<file path="src/rtl/prgrom_loader_pkg.sv">
// Shared types and constants for the program ROM loader: FSM states, error codes,
// default frame start byte and the running-checksum helper.
package minisys_loader_pkg;

    typedef enum logic [2:0] {
        IDLE   = 3'd0,
        LEN_LO = 3'd1,
        LEN_HI = 3'd2,
        DATA   = 3'd3,
        CSUM   = 3'd4
    } state_e;

    typedef enum logic [1:0] {
        ERR_NONE    = 2'b00,
        ERR_LEN     = 2'b01,
        ERR_CSUM    = 2'b10,
        ERR_TIMEOUT = 2'b11
    } err_e;

    localparam logic [7:0] DEFAULT_MAGIC = 8'hA5;

    function automatic logic [7:0] csum_update(input logic [7:0] csum, input logic [7:0] data);
        return csum ^ data;
    endfunction

endpackage

</file>
<file path="src/rtl/prgrom_loader_if.sv">
// Byte-stream input, program memory write port and load status of the ROM loader.
interface prgrom_loader_if #(parameter int ADDR_WIDTH = 14);
    logic [7:0]            rx_data;
    logic                  rx_valid;
    logic                  wr_en;
    logic [ADDR_WIDTH-1:0] wr_addr;
    logic [31:0]           wr_data;
    logic                  cpu_hold;
    logic                  busy;
    logic                  load_done;
    logic                  load_err;
    logic [1:0]            err_code;

    modport master (
        input  rx_data, rx_valid,
        output wr_en, wr_addr, wr_data, cpu_hold, busy, load_done, load_err, err_code
    );

    modport slave (
        output rx_data, rx_valid,
        input  wr_en, wr_addr, wr_data, cpu_hold, busy, load_done, load_err, err_code
    );
endinterface

</file>
<file path="src/rtl/prgrom_loader_timer.sv">
// Inter-byte idle counter; o_expire flags the cycle whose idle edge makes the count reach TIMEOUT.
module loader_timer #(
    parameter int TIMEOUT = 1000000
) (
    input  logic clock,
    input  logic reset,
    input  logic i_clear,
    input  logic i_enable,
    output logic o_expire
);
    localparam int W = $clog2(TIMEOUT + 1);
    localparam logic [W-1:0] LAST = W'(TIMEOUT - 1);
    localparam logic [W-1:0] FULL = W'(TIMEOUT);

    logic [W-1:0] r_count;

    // Idle-cycle counter, saturating at TIMEOUT
    always_ff @(posedge clock or negedge reset) begin
        if (!reset) begin
            r_count <= '0;
        end else if (i_clear) begin
            r_count <= '0;
        end else if (i_enable && (r_count != FULL)) begin
            r_count <= r_count + W'(1);
        end
    end

    assign o_expire = i_enable && (r_count == LAST);
endmodule

</file>
<file path="src/rtl/prgrom_loader.sv">
// Frame receiver that packs little-endian bytes into 32-bit words for the program ROM
// and holds the CPU in reset until a complete, checksum-verified image is loaded.
module prgrom_loader
    import minisys_loader_pkg::*;
#(
    parameter int         ADDR_WIDTH = 14,
    parameter logic [7:0] MAGIC      = DEFAULT_MAGIC,
    parameter int         TIMEOUT    = 1000000
) (
    input  logic           clock,
    input  logic           reset,
    prgrom_loader_if.master bus
);
    localparam logic [16:0] MAX_WORDS = 17'd1 << ADDR_WIDTH;

    state_e                r_state, w_state_nxt;
    err_e                  r_err, w_err_nxt;
    logic [15:0]           r_count, w_count_nxt;
    logic [15:0]           r_word_idx, w_word_idx_nxt;
    logic [1:0]            r_byte_idx, w_byte_idx_nxt;
    logic [23:0]           r_buf, w_buf_nxt;
    logic [7:0]            r_csum, w_csum_nxt;
    logic                  r_wr_en, w_wr_en_nxt;
    logic [ADDR_WIDTH-1:0] r_wr_addr, w_wr_addr_nxt;
    logic [31:0]           r_wr_data, w_wr_data_nxt;
    logic                  r_cpu_hold, w_cpu_hold_nxt;
    logic                  r_busy, w_busy_nxt;
    logic                  r_load_done, w_load_done_nxt;
    logic                  r_load_err, w_load_err_nxt;
    logic [15:0]           w_len;
    logic                  w_timer_clr, w_timer_en, w_expire;

    assign w_timer_clr = (r_state == IDLE) || bus.rx_valid;
    assign w_timer_en  = !w_timer_clr;

    loader_timer #(.TIMEOUT(TIMEOUT)) u_timer (
        .clock    (clock),
        .reset    (reset),
        .i_clear  (w_timer_clr),
        .i_enable (w_timer_en),
        .o_expire (w_expire)
    );

    // Next-state and registered-output computation
    always_comb begin
        w_state_nxt     = r_state;
        w_err_nxt       = r_err;
        w_count_nxt     = r_count;
        w_word_idx_nxt  = r_word_idx;
        w_byte_idx_nxt  = r_byte_idx;
        w_buf_nxt       = r_buf;
        w_csum_nxt      = r_csum;
        w_wr_en_nxt     = 1'b0;
        w_wr_addr_nxt   = r_wr_addr;
        w_wr_data_nxt   = r_wr_data;
        w_cpu_hold_nxt  = r_cpu_hold;
        w_load_done_nxt = 1'b0;
        w_load_err_nxt  = r_load_err;
        w_len           = {bus.rx_data, r_count[7:0]};

        case (r_state)
            IDLE: begin
                if (bus.rx_valid && (bus.rx_data == MAGIC)) begin
                    w_state_nxt    = LEN_LO;
                    w_cpu_hold_nxt = 1'b1;
                    w_load_err_nxt = 1'b0;
                    w_err_nxt      = ERR_NONE;
                    w_csum_nxt     = 8'h00;
                    w_word_idx_nxt = 16'd0;
                    w_byte_idx_nxt = 2'd0;
                end else begin
                    w_state_nxt = IDLE;
                end
            end
            LEN_LO: begin
                if (bus.rx_valid) begin
                    w_count_nxt = {r_count[15:8], bus.rx_data};
                    w_state_nxt = LEN_HI;
                end else begin
                    w_state_nxt = LEN_LO;
                end
            end
            LEN_HI: begin
                if (bus.rx_valid) begin
                    w_count_nxt = w_len;
                    if ({1'b0, w_len} > MAX_WORDS) begin
                        w_state_nxt    = IDLE;
                        w_load_err_nxt = 1'b1;
                        w_err_nxt      = ERR_LEN;
                    end else if (w_len == 16'd0) begin
                        w_state_nxt = CSUM;
                    end else begin
                        w_state_nxt = DATA;
                    end
                end else begin
                    w_state_nxt = LEN_HI;
                end
            end
            DATA: begin
                if (bus.rx_valid) begin
                    w_csum_nxt     = csum_update(r_csum, bus.rx_data);
                    w_byte_idx_nxt = r_byte_idx + 2'd1;
                    case (r_byte_idx)
                        2'd0:    w_buf_nxt[7:0]   = bus.rx_data;
                        2'd1:    w_buf_nxt[15:8]  = bus.rx_data;
                        2'd2:    w_buf_nxt[23:16] = bus.rx_data;
                        default: begin
                            w_wr_en_nxt    = 1'b1;
                            w_wr_addr_nxt  = r_word_idx[ADDR_WIDTH-1:0];
                            w_wr_data_nxt  = {bus.rx_data, r_buf};
                            w_word_idx_nxt = r_word_idx + 16'd1;
                        end
                    endcase
                    // The final word of the image hands over to checksum comparison
                    if ((r_byte_idx == 2'd3) && (r_word_idx == (r_count - 16'd1))) begin
                        w_state_nxt = CSUM;
                    end else begin
                        w_state_nxt = DATA;
                    end
                end else begin
                    w_state_nxt = DATA;
                end
            end
            CSUM: begin
                if (bus.rx_valid) begin
                    w_state_nxt = IDLE;
                    if (bus.rx_data == r_csum) begin
                        w_load_done_nxt = 1'b1;
                        w_cpu_hold_nxt  = 1'b0;
                    end else begin
                        w_load_err_nxt = 1'b1;
                        w_err_nxt      = ERR_CSUM;
                    end
                end else begin
                    w_state_nxt = CSUM;
                end
            end
            default: begin
                w_state_nxt = IDLE;
            end
        endcase

        // Expiry only fires on idle cycles, so it never races a byte being consumed
        if (w_expire) begin
            w_state_nxt    = IDLE;
            w_load_err_nxt = 1'b1;
            w_err_nxt      = ERR_TIMEOUT;
        end else begin
            w_load_err_nxt = w_load_err_nxt;
        end

        w_busy_nxt = (w_state_nxt != IDLE);
    end

    // State and output registers
    always_ff @(posedge clock or negedge reset) begin
        if (!reset) begin
            r_state     <= IDLE;
            r_err       <= ERR_NONE;
            r_count     <= 16'd0;
            r_word_idx  <= 16'd0;
            r_byte_idx  <= 2'd0;
            r_buf       <= 24'd0;
            r_csum      <= 8'h00;
            r_wr_en     <= 1'b0;
            r_wr_addr   <= '0;
            r_wr_data   <= 32'd0;
            r_cpu_hold  <= 1'b0;
            r_busy      <= 1'b0;
            r_load_done <= 1'b0;
            r_load_err  <= 1'b0;
        end else begin
            r_state     <= w_state_nxt;
            r_err       <= w_err_nxt;
            r_count     <= w_count_nxt;
            r_word_idx  <= w_word_idx_nxt;
            r_byte_idx  <= w_byte_idx_nxt;
            r_buf       <= w_buf_nxt;
            r_csum      <= w_csum_nxt;
            r_wr_en     <= w_wr_en_nxt;
            r_wr_addr   <= w_wr_addr_nxt;
            r_wr_data   <= w_wr_data_nxt;
            r_cpu_hold  <= w_cpu_hold_nxt;
            r_busy      <= w_busy_nxt;
            r_load_done <= w_load_done_nxt;
            r_load_err  <= w_load_err_nxt;
        end
    end

    assign bus.wr_en     = r_wr_en;
    assign bus.wr_addr   = r_wr_addr;
    assign bus.wr_data   = r_wr_data;
    assign bus.cpu_hold  = r_cpu_hold;
    assign bus.busy      = r_busy;
    assign bus.load_done = r_load_done;
    assign bus.load_err  = r_load_err;
    assign bus.err_code  = r_err;
endmodule

</file>
<file path="src/flat_wrapper.sv">
// flat-port wrapper written by rule: the top's interface ports become plain ports
module prgrom_loader_flat import minisys_loader_pkg::*;
#(
    parameter int         ADDR_WIDTH = 14,
    parameter logic [7:0] MAGIC      = DEFAULT_MAGIC,
    parameter int         TIMEOUT    = 1000000
)
  (clock, reset, bus_rx_data, bus_rx_valid, bus_wr_en, bus_wr_addr, bus_wr_data, bus_cpu_hold, bus_busy, bus_load_done, bus_load_err, bus_err_code);
  prgrom_loader_if #(.ADDR_WIDTH(ADDR_WIDTH)) bus_i ();
  input  logic clock;
  input  logic reset;
  input wire logic [$bits(bus_i.rx_data)-1:0] bus_rx_data;
  input wire logic [$bits(bus_i.rx_valid)-1:0] bus_rx_valid;
  output wire logic [$bits(bus_i.wr_en)-1:0] bus_wr_en;
  output wire logic [$bits(bus_i.wr_addr)-1:0] bus_wr_addr;
  output wire logic [$bits(bus_i.wr_data)-1:0] bus_wr_data;
  output wire logic [$bits(bus_i.cpu_hold)-1:0] bus_cpu_hold;
  output wire logic [$bits(bus_i.busy)-1:0] bus_busy;
  output wire logic [$bits(bus_i.load_done)-1:0] bus_load_done;
  output wire logic [$bits(bus_i.load_err)-1:0] bus_load_err;
  output wire logic [$bits(bus_i.err_code)-1:0] bus_err_code;
  assign bus_i.rx_data = bus_rx_data;
  assign bus_i.rx_valid = bus_rx_valid;
  assign bus_wr_en = bus_i.wr_en;
  assign bus_wr_addr = bus_i.wr_addr;
  assign bus_wr_data = bus_i.wr_data;
  assign bus_cpu_hold = bus_i.cpu_hold;
  assign bus_busy = bus_i.busy;
  assign bus_load_done = bus_i.load_done;
  assign bus_load_err = bus_i.load_err;
  assign bus_err_code = bus_i.err_code;
  prgrom_loader #(.ADDR_WIDTH(ADDR_WIDTH), .MAGIC(MAGIC), .TIMEOUT(TIMEOUT)) u_core (.clock(clock), .reset(reset), .bus(bus_i));
endmodule
</file>
<file path="config.mk">
export PLATFORM = sky130hd
export DESIGN_NAME = prgrom_loader_flat
export DESIGN_NICKNAME = d
export VERILOG_FILES = /design/src/rtl/prgrom_loader_pkg.sv /design/src/rtl/prgrom_loader_if.sv /design/src/rtl/prgrom_loader_timer.sv /design/src/rtl/prgrom_loader.sv /design/src/flat_wrapper.sv
export SDC_FILE = /design/constraint.sdc
export NUM_CORES = 1
export LEC_CHECK = 0
export BUFFER_PORTS_ARGS = -buffer_cell sky130_fd_sc_hd__buf_2
export CAP_MARGIN = 10
export CORE_AREA = 2 2 106 108
export CTS_CLUSTER_DIAMETER = 80
export DETAILED_ROUTE_END_ITERATION = 16
export DIE_AREA = 0 0 108 110
export GPL_ROUTABILITY_DRIVEN = 0
export PLACE_DENSITY_LB_ADDON = 0.15
export SLEW_MARGIN = 15
export SYNTH_ARGS = -nofsm -noshare
export SYNTH_HDL_FRONTEND = slang
export SYNTH_SLANG_ARGS = --single-unit
</file>
<file path="constraint.sdc">
create_clock -name clock -period 8.2 [get_ports clock]
set_clock_uncertainty 0.05 [all_clocks]
set_input_delay 0.41 -clock clock [delete_from_list [all_inputs] [get_ports clock]]
set_output_delay 0.41 -clock clock [all_outputs]
set_load 0.02 [all_outputs]
</file>
# == Word level (Yosys, flattened, before mapping) ==
# Cells that the tools add are included.
# totals
out_inout_bits,53
elab_cells,122
register_bits,142
# op_classes
muxes,48
eq_ne,22
reduce_logical,25
magnitude_cmp,1
addsub,4
bitwise,4
# ops
operator,n
$mux 16,4
$pmux 16 s2,2
$mux 20,2
$mux 8,3
$mux 3,7
$reduce_and 3->1,7
$add 20x1->20 const B,1
$eq 20x20->1 const B,1
$ne 20x20->1 const B,1
$add 16x1->16 const B,1
$eq 16x16->1,1
$gt 16x15->1 const B,1
$logic_not 16->1,1
$mux 1,16
$mux 2,8
$pmux 8 s2,1
$sub 16x1->16 const B,1
$pmux 3 s5,1
$ne 3x3->1 const B,4
$eq 8x8->1,1
$eq 8x8->1 const B,1
$ne 2x2->1 const B,4
$reduce_and 4->1,2
$xor 8x8->8,1
other kinds (23),32

# == Depth between registers and ports, before layout ==
# Gate-level depths: netlist of run 1.
# logic_depth
ltp_word,8
ltp_mapped,9
ltp_nobuf,8

# == Hierarchy ==
# Synthesis of run 1 repeated with hierarchy kept, for this count alone.
# unflattened
cells_unflattened,622
hier_area_um2,6890.4
# modules_own_cells
module,area_each_um2,instances,cells_per_inst,seq_area_each_um2
prgrom_loader,5739.3,1,502,3052.9
loader_timer,1151.1,1,120,500.5

# == Least setup slack after synthesis of run 1 ==
# OpenSTA, ideal clock, no wires.
# synth_path
path_type,reg-to-reg
start,register u_core.r_count[0]
end,register u_core.r_state[2]
arrival_ps,2645
setup_slack_ps,5423
path_stages_with_launch,9
t_required_ps,8068
synth_period_minus_slack_ps,2777
setup_ps,82
cell_sequence,dfrtp_1 -> inv_1 -> ha_1 -> or3b_4 -> or4_4 -> and2_0 -> or3b_1 -> or4_1 -> o22ai_1
# synth_between
elab_chain_cells,7
# synth_rtl
item,line,text
start: declaration,prgrom_loader.sv:18,"logic [15:0] r_count, w_count_nxt;"
start signal: assignment,prgrom_loader.sv:175,r_count <= w_count_nxt;
$sub 16x1->16,prgrom_loader.sv:115,if ((r_byte_idx == 2'd3) && (r_word_idx == (r_count - 16'd1))) begin
$eq 16x16->1,prgrom_loader.sv:115,
$logic_and 1x1->1,prgrom_loader.sv:115,
$mux 3,prgrom_loader.sv:115,
$mux 3,prgrom_loader.sv:100,if (bus.rx_valid) begin
$pmux 3 s5 (*),prgrom_loader.sv:61,case (r_state)
$mux 3 (*),prgrom_loader.sv:144,if (w_expire) begin
via u_core.w_state_nxt[2],prgrom_loader.sv:16,"state_e r_state, w_state_nxt;"
end signal: assignment,prgrom_loader.sv:173,r_state <= w_state_nxt;
end: declaration,prgrom_loader.sv:16,
# The timed path passes the listed nets; every way through them passes the cells marked *.
# A chain may end at the register's enable or synchronous reset.

# == Final worst setup path of run 1 ==
# layout_path
start,register u_core.r_state[2]
end,register u_core.r_word_idx[13]
# layout_between
elab_chain_cells,3
# layout_rtl
item,line,text
$eq 3x2->1 or $logic_not 3->1 (tied branches),prgrom_loader.sv:61,
$ne 2x2->1 (no line) or $reduce_bool 2->1 (tied branches),n/a,
$reduce_and 4->1 (no line),n/a,
end signal: assignment,prgrom_loader.sv:176,r_word_idx <= w_word_idx_nxt;
end: declaration,prgrom_loader.sv:19,"logic [15:0] r_word_idx, w_word_idx_nxt;"
# Parallel ways exist; a longest one is shown, timed or not.

==> flow_summary.ini, run 1 <==
[power]
switchingPower_uw = 608
seqPwrFrac_pct = 43.6
swShare_pct = 29.0
ir_worst_vdd_v = 0.000183
pwr-share-comb_pct = 18.4
power_density_nw_per_um2 = 271
intPower_uw = 1490
total_leakage_power_uw = 0.00388
power_frac_clock_pct = 38.0

[die]
die_h_um = 110
die_w_um = 108
core_um2 = 10700
dieArea_um2 = 11900
pin_count = 64
rows = 38
start_util_pct = 63.1

[synth]
synth_ff_type = dfrtp_1
synth_area_per_cell_um2 = 9.70
syn_inst = 696
netlist.area_leader.share_pct = 52.6
synth.most_common_cell = nand2_1
ys_seq_area_share_pct = 52.6
syn_nets = 716
synth_area_leaders = dfrtp_1 53%, nand2_1 9.9%, mux2_2 6.2%
synth-seq-cells = 142
synthesis.area_um2 = 6750
yosysUniqueCellTypes = 61
yosysWarnings = 0
synth-edff-count = 0
yosys.area.top_type = dfrtp_1
async_reset_ff_share_pct = 100
synth_common_cells = 179 x nand2_1, 142 x dfrtp_1, 58 x nor2_1

[min_path]
hold_depth = 3
hp-start = bus_rx_valid
min_to = u_core.bus.load_done
min_path_type = in2reg

[clocking]
cts_setup_buffers = 0
cts_tree = done
clock_tree.buffer_depth = 2
h-tree-depth = 4
cts_sinks = 142
numCtsBuffers = 17
clock_latency_ns = 0.52
cts.clk_slew.worst_paths_ns = 0.06
root_buffer = clkbuf_8

[timing]
rsz0062_at_grt = no
slew_viol_final = 0
worst_pin_slew_ns = 0.988
fmax_mhz = 267
setup_viol = 0
fin_crit_sh_pct = 45.6
layout_min_cycle_time_ns = 3.74
hold_viol_final = 0
max_slew_margin_pct = 33.9
setup_tns_ns = 0

[setup_path]
r2r_cells = 7
worst-setup-path-type = reg2reg
worstPathArrival_ns = 4.10
path_max_fanout = 55
reg2reg_from = u_core.r_state[2]
startpoint_type = flip-flop
critPathCaptureType = flip-flop
required_ns = 8.56
rr_endpoint = u_core.r_word_idx[13]
reg2reg_setup_slack_ns = 4.46

[flow_run]
max_cap_violations = 0

[layout]
diodes = 0
final_design_area_no_fill_um2 = 7740
drive_above_1_share_pct = 18.9
area_growth_pct = 14.6
fin_nets = 764

[drt]
drc = 0
wl_per_cell_um = 16.8
drt_iter0_drc = 458
first_pass_iters = 7
wirelength_mm = 15.1
num_vias = 5208
postRouteAntennaNets = 0
vias_per_cell = 5.81

[global_route]
grt.overflow.total = 0
use_met1_pct = 38.1
grt_first_pass_wirelength_mm = 25.2
grt_pass1_vias = 5034
grtUsageMet3_pct = 6.82
track_usage_pct = 27.8
antenna_found_initial = 0
use_met2_pct = 44.7
grt_start_max_net_pins = 86
busiest_layer = met2

[place]
numPortBuffers = 63
dpl.hpwl_mm = 9.92
placement.cell_area_um2 = 7120

[run_status]
status = completed
==> final cells by class <==
type	instances	area, um2
Clock inverter	11	164
Timing Repair Buffer	66	347
Fill cell	771	2960
Multi-Input combinational cell	505	3010
Clock buffer	21	449
Inverter	12	45.0
Sequential cell	142	3550
Tap cell	140	175
==> metrics by stage <==
stage / hold WS, ns / utilization (%) / total power (uW) / std cells / setup WS (ns)
4_1_cts: 0.164 / 72.3 / 2100 / 897 / 4.52
3_3_place_gp: 0.395 / 66.5 / 1280 / 864 / 4.65
3_5_place_dp: 0.398 / 66.5 / 1300 / 864 / 4.46
6_report: 0.185 / 72.3 / 2100 / 897 / 4.46
2_1_floorplan: 0.0644 / - / 1200 / 696 / 5.42
5_1_grt: 0.174 / 72.3 / 2200 / 897 / 4.09
==> cell usage in the layout (no fill, tap or decap), types with 3 or more instances in the layout <==
cell type / instances
a2111oi_0: 3
a211oi_1: 4
a21oi_1: 6
and2_1: 5
and3_1: 8
and4_1: 3
buf_2: 62
bufinv_16: 4
clkbuf_16: 16
clkbuf_8: 3
clkinv_2: 4
dfrtp_1: 142
ha_1: 9
inv_1: 11
mux2_2: 37
nand2_1: 178
nand2b_1: 3
nand3_1: 18
nand3b_1: 4
nand4_1: 10
nor2_1: 58
nor2b_1: 5
nor3_1: 11
nor4_1: 4
o21ai_0: 31
o31ai_1: 3
or2_2: 3
or3_1: 6
or4_1: 4
xnor2_1: 22
xor2_1: 33
==> worst max path at each step <==
stage	cells after the start	slack, ns	from	endpoint
global placement	8	4.65	bus_rx_valid	u_core.r_word_idx[9]
finish	7	4.46	u_core.r_state[2]	u_core.r_word_idx[13]
floorplan	8	5.42	u_core.r_count[0]	u_core.r_state[2]
detailed placement	8	4.46	bus_rx_valid	u_core.r_word_idx[13]
global route	7	4.09	u_core.r_state[2]	u_core.r_word_idx[9]
CTS	7	4.52	u_core.r_state[2]	u_core.r_word_idx[13]
==> power groups by stage <==
stage | Combinational (uW) | Sequential, uW | Clock [uW]
6_report | 385 | 914 | 797
4_1_cts | 386 | 912 | 807
3_3_place_gp | 366 | 914 | 0
2_1_floorplan | 304 | 898 | 0
5_1_grt | 429 | 930 | 841
3_5_place_dp | 382 | 921 | 0
==> layer usage <==
layer / routed length [um] / share of wire (%) / vias up
li1: - / - / 2437
met3: 765 / 5.1 / 18
met5: 0 / 0 / -
met2: 7400 / 49 / 136
met1: 6760 / 45 / 2617
met4: 176 / 1.2 / 0
==> registers in the layout (all words and copies together) (netlist names), 2 cells and up <==
signal / cells
u_core.r_buf: 24
u_core.u_timer.r_count: 20
u_core.r_word_idx: 16
u_core.bus.wr_data: 32
u_core.r_csum: 8
u_core.r_count: 16
u_core.r_byte_idx: 2
u_core.bus.wr_addr: 14
u_core.bus.err_code: 2
u_core.r_state: 3
==> what timing repair did <==
item                                    4_1_cts  5_1_grt
resized for setup                             0        0
hold buffers                                  1        0
hold endpoints to repair                     84        0
endpoints found under the setup margin        0        0
==> worst max-delay path, cell delays in order, from the launching register on <==
cell,delay [ns]
dfrtp_1,0.49
and4b_1,0.67
nand2_2,0.70
inv_2,0.95
o2111a_1,0.38
nand3_1,0.12
xor2_1,0.16
nor2_1,0.05
==> kinds of logic after synthesis <==
| group | Yosys count | synth area share [%] |
|---|---|---|
| and+or+nand+nor | 334 | 22.5 |
| DFF | 142 | 52.6 |
| AOI/OAI and AO/OA | 68 | 6.54 |
| xor gates and xnor gates | 55 | 7.13 |
| buffers and inverters | 49 | 3.04 |
| muxes | 39 | 6.47 |
| adders and majority gates | 9 | 1.67 |
No activity file was read; power rests on OpenSTA's default activity.
==> run 2: changes to the inputs <==
Settings changed: ABC_AREA set to 1, CORE_AREA 2 2 106 108 to 2 2 113 115, DIE_AREA 0 0 108 110 to 0 0 115 117.
Clock period 8.2 ns to 3.7 ns, I/O delays scaled along.
==> flow_summary.ini, run 2 <==
[layout]
fillers = 1055
drive_above_1_share_pct = 14.9
layout_common_cells = 281 x nand2_1, 142 x dfrtp_1, 87 x o21ai_0
area_growth_pct = 14.9
final_cells = 1108
final_common_cell = nand2_1
largest_reg_flops = 32
fin_nets = 965
diodes = 0

[drt]
postRouteAntennaNets = 0
wirelength_mm = 16.4
drt_iter0_drc = 564
first_pass_iters = 5
vias_per_cell = 5.44
wl_per_cell_um = 14.8
drc = 0
num_vias = 6027

[setup_path]
reg2reg_from = u_core.r_state[2]
cp_common_cell = nand2_1
max_stage_delay_ns = 0.84
rr_endpoint = u_core.bus.wr_data[8]
cp_num_buf_inv = 1
r2r_cells = 7
cp_slowest_cell = inv_1
worst-setup-path-type = reg2reg
required_ns = 4.02
setup.worst_path.start = u_core.r_state[2]
crit_family = simple AND/OR/NAND/NOR gates
crit_chain = nor2_2 -> nand2_2 -> nor2_8 -> nand2_4 -> inv_1 -> nand2_1 -> nand2_1
reg2reg_setup_slack_ns = 1.17
worstPathArrival_ns = 2.85
path_max_fanout = 66
startpoint_type = flip-flop
critPathCaptureType = flip-flop

[power]
ir_worst_vdd_v = 0.000336
swShare_pct = 33.3
switchingPower_uw = 1610
pwr-share-comb_pct = 22.6
intPower_uw = 3230
total_leakage_power_uw = 0.00427
seqPwrFrac_pct = 40.5
power_density_nw_per_um2 = 590
power_frac_clock_pct = 36.9

[synth]
synth-seq-cells = 142
async_reset_ff_share_pct = 100
synth_common_cells = 281 x nand2_1, 142 x dfrtp_1, 87 x o21ai_0
netlist.area_leader.share_pct = 49.8
synth_area_per_cell_um2 = 8.09
yosysUniqueCellTypes = 42
synth_ff_type = dfrtp_1
yosys.area.top_type = dfrtp_1
yosysWarnings = 0
syn_inst = 883
syn_nets = 903
synth_area_leaders = dfrtp_1 50%, nand2_1 15%, o21ai_0 6.1%
synthesis.area_um2 = 7140
ys_seq_area_share_pct = 49.8
synth.most_common_cell = nand2_1
synth-edff-count = 0

[clocking]
clock_latency_ns = 0.43
root_buffer = clkbuf_16
clock_tree.buffer_depth = 2
cts_tree = done
cts_setup_buffers = 0
cts_sinks = 142
h-tree-depth = 4
numCtsBuffers = 17
cts.clk_slew.worst_paths_ns = 0.06

[global_route]
grt_start_max_net_pins = 100
grt.overflow.total = 0
grt_first_pass_wirelength_mm = 27.3
antenna_found_initial = 0
grt_pass1_vias = 5591
track_usage_pct = 26.2

[die]
pin_count = 64
dieArea_um2 = 13500
start_util_pct = 58.0
core_um2 = 12300
die_w_um = 115
rows = 41
die_h_um = 117

[place]
dpl.hpwl_mm = 11.4
place_inst = 1074
numPortBuffers = 63

[flow_run]
max_cap_violations = 0

[min_path]
min_to = u_core.r_count[5]
hp-start = bus_rx_data[5]
hold_depth = 3
min_path_type = in2reg

[timing]
fmax_mhz = 395
holdWs_ns = 0.0223
slew_viol_final = 0
max_slew_margin_pct = 37.6
setup_viol = 0
layout_min_cycle_time_ns = 2.53
fin_crit_sh_pct = 68.4
rsz0062_at_grt = no
setup_tns_ns = 0
hold_viol_final = 0
worst_pin_slew_ns = 0.934

[run_status]
status = completed
==> run 2: cell count changes after synthesis, sizes merged, moves of 6 or more <==
cell / change
a21oi: +14
clkbuf: -17
inv: +80
mux2: -37
nand2: +112
nand3: +30
nor2: +9
nor3: +8
o21ai: +58
or3: -6
or4: -6
xnor2: -8
xor2: -16
==> run 2: cells by family after synthesis <==
| group | Yosys count | synth area share (%) |
|---|---|---|
| DFF | 142 | 49.8 |
| adders and majority gates | 9 | 1.58 |
| buffers and inverters | 117 | 6.38 |
| and+or+nand+nor | 458 | 29.0 |
| xor gates and xnor gates | 31 | 3.80 |
| AOI/OAI and AO/OA | 126 | 9.46 |
==> run 2: area by class of cell <==
| type | count | area, um2 | area share [%] |
|---|---|---|---|
| Clock buffer | 19 | 443 | 5.40 |
| Inverter | 92 | 345 | 4.21 |
| Multi-Input combinational cell | 624 | 3130 | 38.2 |
| Timing Repair Buffer | 68 | 364 | 4.44 |
| Sequential cell | 142 | 3550 | 43.3 |
| Clock inverter | 13 | 178 | 2.17 |
| Tap cell | 150 | 188 | 2.29 |
==> run 2: worst max path at each step <==
stage / endpoint / slack [ns] / cells after the start
final: u_core.bus.wr_data[8] / 1.17 / 7
after global routing: u_core.bus.wr_addr[0] / 0.87 / 7
after CTS: u_core.r_word_idx[1] / 1.17 / 7
after detailed placement: u_core.bus.wr_data[0] / 1.19 / 7
after global placement: u_core.r_word_idx[1] / 1.27 / 7
after floorplan: u_core.bus.busy / 1.85 / 13
==> run 2: worst register-to-register path, cell delays in order (launching register included) <==
cell and delay, ns:
dfrtp_1 0.43, nor2_2 0.15, nand2_2 0.17, nor2_8 0.19, nand2_4 0.36, inv_1 0.86
nand2_1 0.16, nand2_1 0.10
==> run 2: repair_timing <==
action                                 CTS  global route
hold buffers                             2             0
gates resized for setup                  0             0
endpoints found under the hold margin   98             0
==> run 2: metrics by stage <==
stage                     area, um2  setup slack, ns  total power (uW)  util [%]
final                          8200             1.17              4840      66.6
after global routing           8200            0.875              5130      66.6
after CTS                      8200             1.17              4860      66.6
after detailed placement       7560             1.19              3060      61.4
after global placement         7560             1.27              3040      61.4
after floorplan                7140             1.85              2770         -
==> run 2: metal layers <==
layer / up-vias / global-route usage, % / wire, um
li1: 2975 / - / -
met1: 2827 / 37.0 / 7750
met2: 196 / 40.9 / 7490
met3: 29 / 4.84 / 899
met4: 0 / 9.80 / 296
met5: - / 0 / 0
==> run 2: power groups by stage <==
stage	sequential (uW)	clock (uW)	combinational [uW]
after floorplan	1940	0	826
final	1960	1790	1090
after detailed placement	1980	0	1080
after global placement	1980	0	1060
after global routing	1990	1880	1260
after CTS	1960	1810	1090
==> run 3: changes to the inputs <==
Settings changed: CORE_AREA 2 2 113 115 to 2 2 118 120, DIE_AREA 0 0 115 117 to 0 0 120 122.
Clock period 3.7 ns to 2.2 ns, I/O delays scaled along.
==> flow_summary.ini, run 3 (same netlist as run 2, synthesis figures left out) <==
[run_status]
status = completed

[die]
start_util_pct = 52.9
die_h_um = 122
dieArea_um2 = 14600
rows = 43
pin_count = 64
core_um2 = 13500
die_w_um = 120

[clocking]
cts_tree = done
cts.clk_slew.worst_paths_ns = 0.06
root_buffer = clkbuf_16
clock_tree.buffer_depth = 2
h-tree-depth = 4
clock_latency_ns = 0.42
numCtsBuffers = 17
cts_sinks = 142

[timing]
setup_tns_ns = 0
fin_crit_sh_pct = 91.3
setup_viol = 0
layout_min_cycle_time_ns = 2.01
fmax_mhz = 498
fin_ws_ns = 0.192
max_slew_margin_pct = 56.3
worst_pin_slew_ns = 0.655
hold_viol_final = 0
slew_viol_final = 0

[layout]
layout_common_cells = 281 x nand2_1, 142 x dfrtp_1, 87 x o21ai_0
area_growth_pct = 17.4
largest_reg_flops = 32
diodes = 0
fin_nets = 982
drive_above_1_share_pct = 15.9
final_design_area_no_fill_um2 = 8390
final_common_cell = nand2_1

[power]
power_density_nw_per_um2 = 945
swShare_pct = 34.0
power_frac_clock_pct = 34.1
ir_worst_vdd_v = 0.000593
switchingPower_uw = 2700
pwr-share-comb_pct = 24.1
intPower_uw = 5230
seqPwrFrac_pct = 41.8
total_leakage_power_uw = 0.00433

[drt]
num_vias = 6028
first_pass_iters = 5
wl_per_cell_um = 14.4
postRouteAntennaNets = 0
vias_per_cell = 5.22
drc = 0
wirelength_mm = 16.6
drt_iter0_drc = 461

[setup_path]
critPathCaptureType = flip-flop
cp_num_buf_inv = 1
startpoint_type = flip-flop
crit_family = simple AND/OR/NAND/NOR gates
path_max_fanout = 5
reg2reg_setup_slack_ns = 0.19
cp_common_cell = nand2_1
r2r_cells = 15
reg2reg_from = u_core.r_count[1]
max_stage_delay_ns = 0.38
rr_endpoint = u_core.bus.busy
required_ns = 2.45
worstPathArrival_ns = 2.26
crit_chain = inv_1 -> ha_2 -> nand2_1 -> nor2_4 -> nand2_1 -> nand2_1 -> nand2_1 -> nor2_1 -> nand2_1 -> nor2_1 -> nand4_1 -> nand2_1 -> nand2_1 -> nand2_1 -> nand3_1
worst-setup-path-type = reg2reg
cp_slowest_cell = dfrtp_1

[place]
pre_cts_ws_ns = -0.00698
dpl.hpwl_mm = 11.8
placement.cell_area_um2 = 7720
numPortBuffers = 63

[global_route]
busiest_layer = met2
grt_first_pass_wirelength_mm = 27.6
track_usage_pct = 24.1
use_met2_pct = 36.5
antenna_found_initial = 0
grt_pass1_vias = 5582
grt_start_max_net_pins = 66
grt.overflow.total = 0
use_met1_pct = 35.0
grtUsageMet3_pct = 4.73

[min_path]
min_path_type = in2reg
hp-start = bus_rx_data[7]
hold_depth = 3
min_to = u_core.r_count[7]

[flow_run]
max_cap_violations = 0
## run 3: final cells by class
type,count,area [um2]
fillers,1242,5120
flip-flops and latches,142,3550
multi-input cells,624,3150
repair buffers,85,557
clock buffers,19,443
inverters,92,345
well taps,180,225
clock inverters,12,113
## run 3: timing repair
item,CTS,global route
endpoints found under the setup margin,0,13
hold buffers,8,0
hold endpoints to repair,121,0
setup buffers,0,1
gates resized for setup,0,4
## run 3: worst register-to-register path, delay by kind of cell (launching register included)
family	cells	cell delay, ns
and+or+nand+nor	13	1.14
DFF	1	0.38
buffers and inverters	1	0.08
adders and majority gates	1	0.24
## run 3: metrics by stage
stage / hold slack [ns] / total power (uW) / cells / utilization, %
final: 0.0513 / 7930 / 1154 / 62.1
after global routing: 0.0537 / 8420 / 1154 / 62.1
after CTS: 0.0151 / 7950 / 1153 / 61.9
after detailed placement: 0.0514 / 5190 / 1114 / 57.2
after global placement: 0.0457 / 5160 / 1114 / 57.2
after floorplan: -0.236 / 4650 / 883 / -
## run 3: routing by layer
layer | wire [um] | share of wire (%) | up-vias
met3 | 819 | 4.9 | 17
met1 | 8060 | 49 | 2842
met2 | 7510 | 45 | 156
met5 | 0 | 0 | -
li1 | - | - | 3013
met4 | 222 | 1.3 | 0
## run 3: worst max-delay path by stage
stage	start	end	slack (ns)	cells past startpoint
finish	u_core.r_count[1]	u_core.bus.busy	0.19	15
global route	u_core.r_count[1]	u_core.bus.busy	-0.002	15
CTS	u_core.r_state[0]	u_core.u_timer.r_count[5]	0.02	6
detailed placement	u_core.r_state[0]	u_core.u_timer.r_count[5]	-0.007	6
global placement	u_core.r_state[0]	u_core.u_timer.r_count[5]	0.08	6
floorplan	u_core.r_count[0]	u_core.bus.busy	0.35	13
## run 3: power by group through the flow
| stage | clock, uW | combinational [uW] | sequential (uW) |
|---|---|---|---|
| 2_1_floorplan | 0 | 1390 | 3260 |
| 4_1_cts | 2760 | 1880 | 3300 |
| 3_5_place_dp | 0 | 1850 | 3340 |
| 3_3_place_gp | 0 | 1820 | 3340 |
| 5_1_grt | 2870 | 2190 | 3360 |
| 6_report | 2700 | 1910 | 3310 |
